**src/rtl/hex_display_scan_if.sv**
```systemverilog
// Signal bundle between a display controller and hex_display_scan.
// master drives value/load/enable; slave returns the registered scan outputs.
interface hex_display_scan_if #(
  parameter int NUM_DIGITS = 4
) ();
  // load is a one-cycle capture strobe, not a valid/ready handshake: the
  // scanner accepts every asserted load on that edge and never back-pressures.
  logic [4*NUM_DIGITS-1:0] value;
  logic                    load;
  logic                    enable;
  logic [3:0]              hex;
  logic [NUM_DIGITS-1:0]   digit_sel;
  logic                    frame_done;

  modport master (
    output value, load, enable,
    input  hex, digit_sel, frame_done
  );

  modport slave (
    input  value, load, enable,
    output hex, digit_sel, frame_done
  );
endinterface

```
**src/rtl/hex_display_scan.sv**
```systemverilog
// Time-multiplexed 7-segment digit scanner with frame-aligned value updates.
// Optional leading-zero blanking: define HEX_SCAN_LEADING_ZERO_BLANK_EN.
module hex_display_scan #(
  parameter int NUM_DIGITS = 4,
  parameter int DIV        = 1000
) (
  input  logic             clk,
  input  logic             rst_n,
  hex_display_scan_if.slave bus
);
  localparam int PW = (DIV > 1) ? $clog2(DIV) : 1;
  localparam int IW = (NUM_DIGITS > 1) ? $clog2(NUM_DIGITS) : 1;
  localparam int DW = 4 * NUM_DIGITS;

  logic [PW-1:0]         presc, presc_n;
  logic [IW-1:0]         idx, idx_n;
  logic [DW-1:0]         disp, disp_n;
  logic [DW-1:0]         pend, pend_n;
  logic                  pend_v, pend_v_n;
  logic                  tick, wrap;
  logic [NUM_DIGITS-1:0] show;

  always_comb begin
    tick     = bus.enable && (presc == PW'(DIV - 1));
    wrap     = tick && (idx == IW'(NUM_DIGITS - 1));
    presc_n  = presc;
    idx_n    = idx;
    disp_n   = disp;
    pend_n   = pend;
    pend_v_n = pend_v;
    if (bus.enable) presc_n = tick ? '0 : presc + PW'(1);
    if (tick) idx_n = wrap ? '0 : idx + IW'(1);
    // Frozen scan: nothing can tear, so a load goes straight to the display.
    if (!bus.enable) begin
      if (bus.load) begin
        disp_n   = bus.value;
        pend_v_n = 1'b0;
      end
    end else if (wrap) begin
      if (bus.load)   disp_n = bus.value;
      else if (pend_v) disp_n = pend;
      pend_v_n = 1'b0;
    end else if (bus.load) begin
      pend_n   = bus.value;
      pend_v_n = 1'b1;
    end
  end

`ifdef HEX_SCAN_LEADING_ZERO_BLANK_EN
  logic seen_nonzero;

  // Digit i is lit once any nibble at or above i is nonzero; digit 0 always lit.
  always_comb begin
    show         = '0;
    seen_nonzero = 1'b0;
    for (int i = NUM_DIGITS - 1; i >= 1; i--) begin
      seen_nonzero = seen_nonzero | (disp_n[4*i +: 4] != 4'h0);
      show[i]      = seen_nonzero;
    end
    show[0] = 1'b1;
  end
`else
  always_comb begin
    show = '1;
  end
`endif

  always_ff @(posedge clk or negedge rst_n) begin
    if (!rst_n) begin
      presc          <= '0;
      idx            <= '0;
      disp           <= '0;
      pend           <= '0;
      pend_v         <= 1'b0;
      bus.hex        <= 4'h0;
      bus.digit_sel  <= '0;
      bus.frame_done <= 1'b0;
    end else begin
      presc          <= presc_n;
      idx            <= idx_n;
      disp           <= disp_n;
      pend           <= pend_n;
      pend_v         <= pend_v_n;
      bus.hex        <= disp_n[4*idx_n +: 4];
      bus.digit_sel  <= bus.enable ? (show & (NUM_DIGITS'(1) << idx_n)) : '0;
      bus.frame_done <= wrap;
    end
  end
endmodule

```
**src/flat_wrapper.sv**
```systemverilog
// flat-port wrapper written by rule: the top's interface ports become plain ports
module hex_display_scan_flat 
#(
  parameter int NUM_DIGITS = 4,
  parameter int DIV        = 1000
)
  (clk, rst_n, bus_value, bus_load, bus_enable, bus_hex, bus_digit_sel, bus_frame_done);
  hex_display_scan_if #(.NUM_DIGITS(NUM_DIGITS)) bus_i ();
  input  logic clk;
  input  logic rst_n;
  input wire logic [$bits(bus_i.value)-1:0] bus_value;
  input wire logic [$bits(bus_i.load)-1:0] bus_load;
  input wire logic [$bits(bus_i.enable)-1:0] bus_enable;
  output wire logic [$bits(bus_i.hex)-1:0] bus_hex;
  output wire logic [$bits(bus_i.digit_sel)-1:0] bus_digit_sel;
  output wire logic [$bits(bus_i.frame_done)-1:0] bus_frame_done;
  assign bus_i.value = bus_value;
  assign bus_i.load = bus_load;
  assign bus_i.enable = bus_enable;
  assign bus_hex = bus_i.hex;
  assign bus_digit_sel = bus_i.digit_sel;
  assign bus_frame_done = bus_i.frame_done;
  hex_display_scan #(.NUM_DIGITS(NUM_DIGITS), .DIV(DIV)) u_core (.clk(clk), .rst_n(rst_n), .bus(bus_i));
endmodule
```
**config.mk**
```make
export PLATFORM = sky130hd
export DESIGN_NAME = hex_display_scan_flat
export DESIGN_NICKNAME = d
export VERILOG_FILES = /design/src/rtl/hex_display_scan_if.sv /design/src/rtl/hex_display_scan.sv /design/src/flat_wrapper.sv
export SDC_FILE = /design/constraint.sdc
export NUM_CORES = 1
export LEC_CHECK = 0
export CORE_AREA = 4 4 79 81
export CTS_CLUSTER_SIZE = 25
export DETAILED_ROUTE_END_ITERATION = 6
export DIE_AREA = 0 0 83 85
export GPL_TIMING_DRIVEN = 0
export HOLD_SLACK_MARGIN = 0.05
export PLACE_DENSITY = 0.81
export SYNTH_ARGS = -nofsm -noshare
export SYNTH_HDL_FRONTEND = slang
export SYNTH_SLANG_ARGS = --single-unit
```
**constraint.sdc**
```tcl
create_clock -name clk -period 3.2 [get_ports clk]
set_clock_uncertainty 0.2 [all_clocks]
set_input_delay 0.64 -clock clk [delete_from_list [all_inputs] [get_ports clk]]
set_output_delay 0.64 -clock clk [all_outputs]
set_load 0.01 [all_outputs]
```
# [Yosys cells after proc, flatten, opt, wreduce, memory -nomap -nowiden]
# Index checks and enable logic that the tools add are counted.
[classes] bitwise_logic=1 muxes=13 n_shift=2 addsub=2 n_reduce_logical=6 n_eq_ne=2
[ops] cell="$mux 16" count=5
[ops] cell="$shiftx 16x5->4" count=1
[ops] cell="$add 10x1->10 const B" count=1
[ops] cell="$eq 10x10->1 const B" count=1
[ops] cell="$mux 10" count=1
[ops] cell="$mux 1" count=4
[ops] cell="$mux 2" count=2
[ops] cell="$mux 4" count=1
[ops] cell="$reduce_bool 2->1" count=2
[ops] cell="$shl 1x2->4 const A" count=1
[ops] cell="$reduce_and 3->1" count=1
[ops] cell="$add 2x1->2 const B" count=1
[ops] cell="$eq 2x2->1 const B" count=1
[ops] cell="$logic_and 1x1->1" count=2
[ops] cell="$reduce_and 2->1" count=1
[ops] cell="$not 1->1" count=1
[word_totals] output_inout_bits=9 inputBits=20 regBits=54

# [Logic depth before layout (Yosys ltp)]
[depth] word_depth=7 depth_mapped=8

# [Least setup slack after synthesis]
# OpenSTA, ideal clock, no wires.
[synth_path] path_kind="in2reg" from="input port bus_enable" to="register u_core.bus.hex[2]" setup_ns=0.120 stages=6 arrival_time_ns=2.124 setup_slack_ns=0.756 required_ns=2.880 path_cell_list="nand3_2 nor3_4 mux2i_2 nand2_1 o22a_1 o211a_1"
[synth_between] elab_chain_cells=5 word_cells_on_any_way=7 cone_classes="1 x shift; 4 x mux; 2 x reduce/logical"
[synth_lines] item="start: declaration" line_no="flat_wrapper.sv:13" rtl="input wire logic [$bits(bus_i.enable)-1:0] bus_enable;"
[synth_lines] item="$logic_and 1x1->1" line_no="hex_display_scan.sv:24" rtl="tick = bus.enable && (presc == PW'(DIV - 1));"
[synth_lines] item="$logic_and 1x1->1" line_no="hex_display_scan.sv:25" rtl="wrap = tick && (idx == IW'(NUM_DIGITS - 1));"
[synth_lines] item="$mux 16 / $mux 2 (equally long branches)" line_no="hex_display_scan.sv:39, hex_display_scan.sv:32"
[synth_lines] item="$mux 16 / $mux 2 (equally long branches)" line_no="hex_display_scan.sv:34, hex_display_scan.sv:32"
[synth_lines] item="$shiftx 16x5->4 *" line_no="hex_display_scan.sv:84" rtl="bus.hex <= disp_n[4*idx_n +: 4];"
[synth_lines] item="end signal: assignment" line_no="hex_display_scan.sv:84"
[synth_lines] item="end: declaration" line_no="hex_display_scan_if.sv:22" rtl="output hex, digit_sel, frame_done"
# Every way passes the cells marked *; elsewhere a longest branch is shown, timed or not.
# A chain may end at the register's enable or synchronous reset.

# [Worst setup path after layout]
[layout_path] from="input port bus_enable" to="register u_core.bus.hex[1]"
[layout_between] elab_chain_cells=5 word_cells_on_any_way=7 cone_classes="1 x shift; 4 x mux; 2 x reduce/logical"
[layout_lines] item="$logic_and 1x1->1 *" line_no="hex_display_scan.sv:24"
[layout_lines] item="$logic_and 1x1->1" line_no="hex_display_scan.sv:25"
[layout_lines] item="$mux 2" line_no="hex_display_scan.sv:32" rtl="if (tick) idx_n = wrap ? '0 : idx + IW'(1);"
[layout_lines] item="$mux 2 *" line_no="hex_display_scan.sv:32"
[layout_lines] item="named net u_core.idx_n[0]" line_no="hex_display_scan.sv:16" rtl="logic [IW-1:0] idx, idx_n;"
[layout_lines] item="$shiftx 16x5->4 *" line_no="hex_display_scan.sv:84"
# The timed path passes the listed nets; every way through them passes the cells marked *.

==> results.md <==
* Outcome: finished clean
* Endpoint class of the critical path: register
* Synth unique cells at 42
* Number of max-cap violations at 0
* Worst Tran Pin Value at 0.718 ns
* Count of hold-fix buffers inserted at cts at 0
* Number of antenna violations at the first check in global routing at 0
* Worst path slowest cell: sky130_fd_sc_hd__clkdlybuf4s50_1
* Destination of the worst register-to-register timing path: u_core.bus.hex[1]$_DFF_PN0_
* Tot GR Track Use at 17.0%
* Count of flip-flops with a built-in enable after synthesis at 0
* DR pass1 iterations at 4
* Post-synth ARST share at 100%
* Total Wirelength at 5850 µm
* Cell Area, Synth at 2710 µm²
* Post-synthesis to final-layout area growth at 17.3%
* Final Non-Filler Cells at between 300 and 400
* Number of antenna-violating nets in the routed design at 0
* Commonest non-fill, non-tap cell in the layout: sky130_fd_sc_hd__dfrtp_1
* Internal reg-to-reg setup slack at 0.51 ns
* Register area share after synthesis at between 40% and 50%
* First DRT Iteration DRCs at 219
* CP cell instances: clkdlybuf4s50_1 -> nand3_2 -> nor3_4 -> mux2i_4 -> clkinv_2 -> nand2_2 -> o22ai_1 -> nor3_1
* Final hold violations at 0
* Clock transition time at the flip-flop clock pins of the worst setup and hold paths at around 0.09 ns
* Overflow left after global routing at 0
* Largest buffer count on any clock path at 2
* Setup violation total in the final timing report at 0
* CP max stage delay at 0.53 ns
* Postcts setup bufs at 0
* Core box area at 5470 µm²
* Total half-perimeter wirelength after legalization and detailed placement at approximately 4200 µm
* RSZ-0062 raised after global routing: false
* Top FF cell, synth: sky130_fd_sc_hd__dfrtp_1
* Design Area, Final at 3170 µm²
* Synthesized area divided by synthesized cell count at 11.0 µm²
* Number of max-slew violations in the final report at 0
* # diodes at 0
* Insertion delay to the later sink of the worst-skew pair at 0.30 ns
* Post-Route Hold Slack at 0.0712 ns
* Sort of element at the start of the critical path: input port
* Drt drc at 0
* Die extent in x at 83 µm
* Highest fanout seen on the critical path at 10
* Clock tree sinks at 54
* Number of global-route vias before repair at 2,028
* Post-synth net total at 268
* Final sum of negative setup slack at 0 ns
* Final period demand of the worst path at between 2 and 3 ns
* Gate count after technology mapping at 246
* Beginning of the worst register-to-register path: u_core.presc[0]$_DFFE_PN0P_
* Clock tree from TritonCTS: yes
* Filler cells at about 470
* Starting utilization of the core area at 49.4%
* Max-slew headroom at the worst pin at 51.7%
* Total die area at approximately 7100 µm²
* PortBufs at 27
* Fmax at 335 MHz
* Vias per cell at slightly below 6
* Required time reported for the critical path endpoint at 3.21 ns
* Power density cells at 501 nW/µm²
* Hold Path Class: in -> async
* Critical path arrival at 3.00 ns
* Number of nets at the end of the flow at 303
* Clock buffers created by TritonCTS at 5
* Root buffer cell: sky130_fd_sc_hd__clkbuf_8
* Leading cell types in the layout, fill and taps excluded: 54 x sky130_fd_sc_hd__dfrtp_1, 32 x sky130_fd_sc_hd__mux2_2, 27 x sky130_fd_sc_hd__nor2_1
* First-pass GRT wire length at 9810 µm
* Critical path type: in -> reg
* FF+latch count, synth at 54
* Post-route fraction of the period consumed by the critical path at slightly above 90%
* I/O pin count at 29
* Via count at a little over 2,000
* Placed instance count at 346
* Cell depth of the worst flop-to-flop path at 8
* Fraction of final layout cells with drive strength greater than 1 at between 20% and 30%
* Pleak at 1.34 nW
* Average wire per cell in the routed design at 16.6 µm
* Worst-case vdd ir drop at 0.355 mV
* Vertical extent of the die at 85 µm
* Post-layout total power at 1.59 mW
* H-tree depth at 2
* Syn. warnings at 0
* Placer congestion estimate at 0.818
* Floorplan row count at 27
* Maximum number of pins on one net before global-route repair at 37
* Area of placed instances at 3080 µm²
## stage by stage
| stage | setup WS (ns) | util (%) |
|---|---|---|
| 2_1_floorplan | 0.756 | - |
| 3_3_place_gp | -0.258 | 56.0 |
| 3_5_place_dp | -0.223 | 56.3 |
| 4_1_cts | 0.0959 | 57.8 |
| 5_1_grt | 0.0328 | 58.0 |
| 6_report | 0.217 | 58.0 |
## synthesized netlist by cell type (2+ instances only)
| cell | n | area [µm²] |
|---|---|---|
| sky130_fd_sc_hd__dfrtp_1 | 54 | 1350 |
| sky130_fd_sc_hd__mux2_2 | 32 | 360 |
| sky130_fd_sc_hd__nor2_1 | 27 | 101 |
| sky130_fd_sc_hd__inv_1 | 20 | 75.1 |
| sky130_fd_sc_hd__o22ai_1 | 16 | 100 |
| sky130_fd_sc_hd__a221oi_1 | 9 | 78.8 |
| sky130_fd_sc_hd__nor3_1 | 9 | 45.0 |
| sky130_fd_sc_hd__nand2_1 | 8 | 30.0 |
| sky130_fd_sc_hd__nand3_1 | 8 | 40.0 |
| sky130_fd_sc_hd__buf_2 | 5 | 25.0 |
| sky130_fd_sc_hd__clkbuf_1 | 4 | 15.0 |
| sky130_fd_sc_hd__o21ai_0 | 4 | 20.0 |
| sky130_fd_sc_hd__a21oi_1 | 3 | 15.0 |
| sky130_fd_sc_hd__a221oi_2 | 3 | 45.0 |
| sky130_fd_sc_hd__a22oi_1 | 3 | 22.5 |
| sky130_fd_sc_hd__a32oi_1 | 3 | 26.3 |
| sky130_fd_sc_hd__buf_4 | 3 | 22.5 |
| sky130_fd_sc_hd__mux2i_1 | 3 | 30.0 |
| sky130_fd_sc_hd__xnor2_1 | 3 | 26.3 |
| sky130_fd_sc_hd__and3_1 | 2 | 12.5 |
| sky130_fd_sc_hd__ha_1 | 2 | 25.0 |
| sky130_fd_sc_hd__nand2b_1 | 2 | 12.5 |
| sky130_fd_sc_hd__nand4_1 | 2 | 12.5 |
| sky130_fd_sc_hd__or3_1 | 2 | 12.5 |
| sky130_fd_sc_hd__xor2_1 | 2 | 17.5 |
## per-layer routing
layer | wire (µm) | up-vias | track usage [%] | part of all wire (%)
met5 | 0 | - | 0 | 0
met4 | 105 | 0 | 5.94 | 1.8
met3 | 256 | 11 | 3.69 | 4.4
met2 | 2870 | 59 | 27.4 | 49
met1 | 2620 | 1027 | 22.7 | 45
li1 | - | 955 | - | -
## worst max-delay path: cells and delay by family
family	cells	cell delay, ns
buffers and inverters	2	0.72
multiplexers	1	0.46
AO/OA/AOI/OAI	1	0.10
AND/OR/NAND/NOR	4	1.06
## power by group
group | switching [mW] | total, mW | internal [mW]
clock network | 0.208 | 0.376 | 0.168
registers | 0.0784 | 0.864 | 0.786
logic | 0.162 | 0.350 | 0.187
## registers in the layout, indices dropped and copies added, names as in the netlist
signal	cells
u_core.pend_v	1
u_core.bus.frame_done	1
u_core.bus.digit_sel	4
u_core.bus.hex	4
u_core.pend	16
u_core.disp	16
u_core.idx	2
u_core.presc	10
## cell families after synthesis
group,count (synthesis),synth area share [%]
muxes,36,14.9
adders and majority gates,2,0.925
DFF,54,50.0
xor gates and xnor gates,5,1.62
and+or+nand+nor,68,13.4
AOI/OAI and AO/OA,47,13.7
buffers and inverters,34,5.46
## worst max path at each step
| stage | startpoint | endpoint | slack (ns) | depth (start not counted) |
|---|---|---|---|---|
| CTS | bus_enable | u_core.bus.hex[1]$_DFF_PN0_ | 0.1 | 8 |
| floorplan | bus_enable | u_core.bus.hex[2]$_DFF_PN0_ | 0.76 | 6 |
| detailed placement | bus_enable | u_core.bus.hex[2]$_DFF_PN0_ | -0.22 | 7 |
| global route | bus_enable | u_core.bus.hex[1]$_DFF_PN0_ | 0.03 | 8 |
| global placement | rst_n | u_core.pend[5]$_DFFE_PN0P_ | -0.26 | 1 |
| finish | bus_enable | u_core.bus.hex[1]$_DFF_PN0_ | 0.22 | 8 |
## cell type report
type | instances | area, µm² | area share (%)
clock buffer | 6 | 82.6 | 2.60
buffer | 13 | 67.6 | 2.13
multi-input combinational | 158 | 1210 | 38.3
inverter | 21 | 80.1 | 2.52
timing repair buffer | 28 | 285 | 8.99
sequential | 54 | 1350 | 42.6
tap | 72 | 90.1 | 2.84
## what timing repair did
item,in CTS,in global routing
endpoints found under the hold margin,0,0
setup endpoints to repair,0,4
gates resized for setup,0,1
No activity file was read; power rests on OpenSTA's default activity.
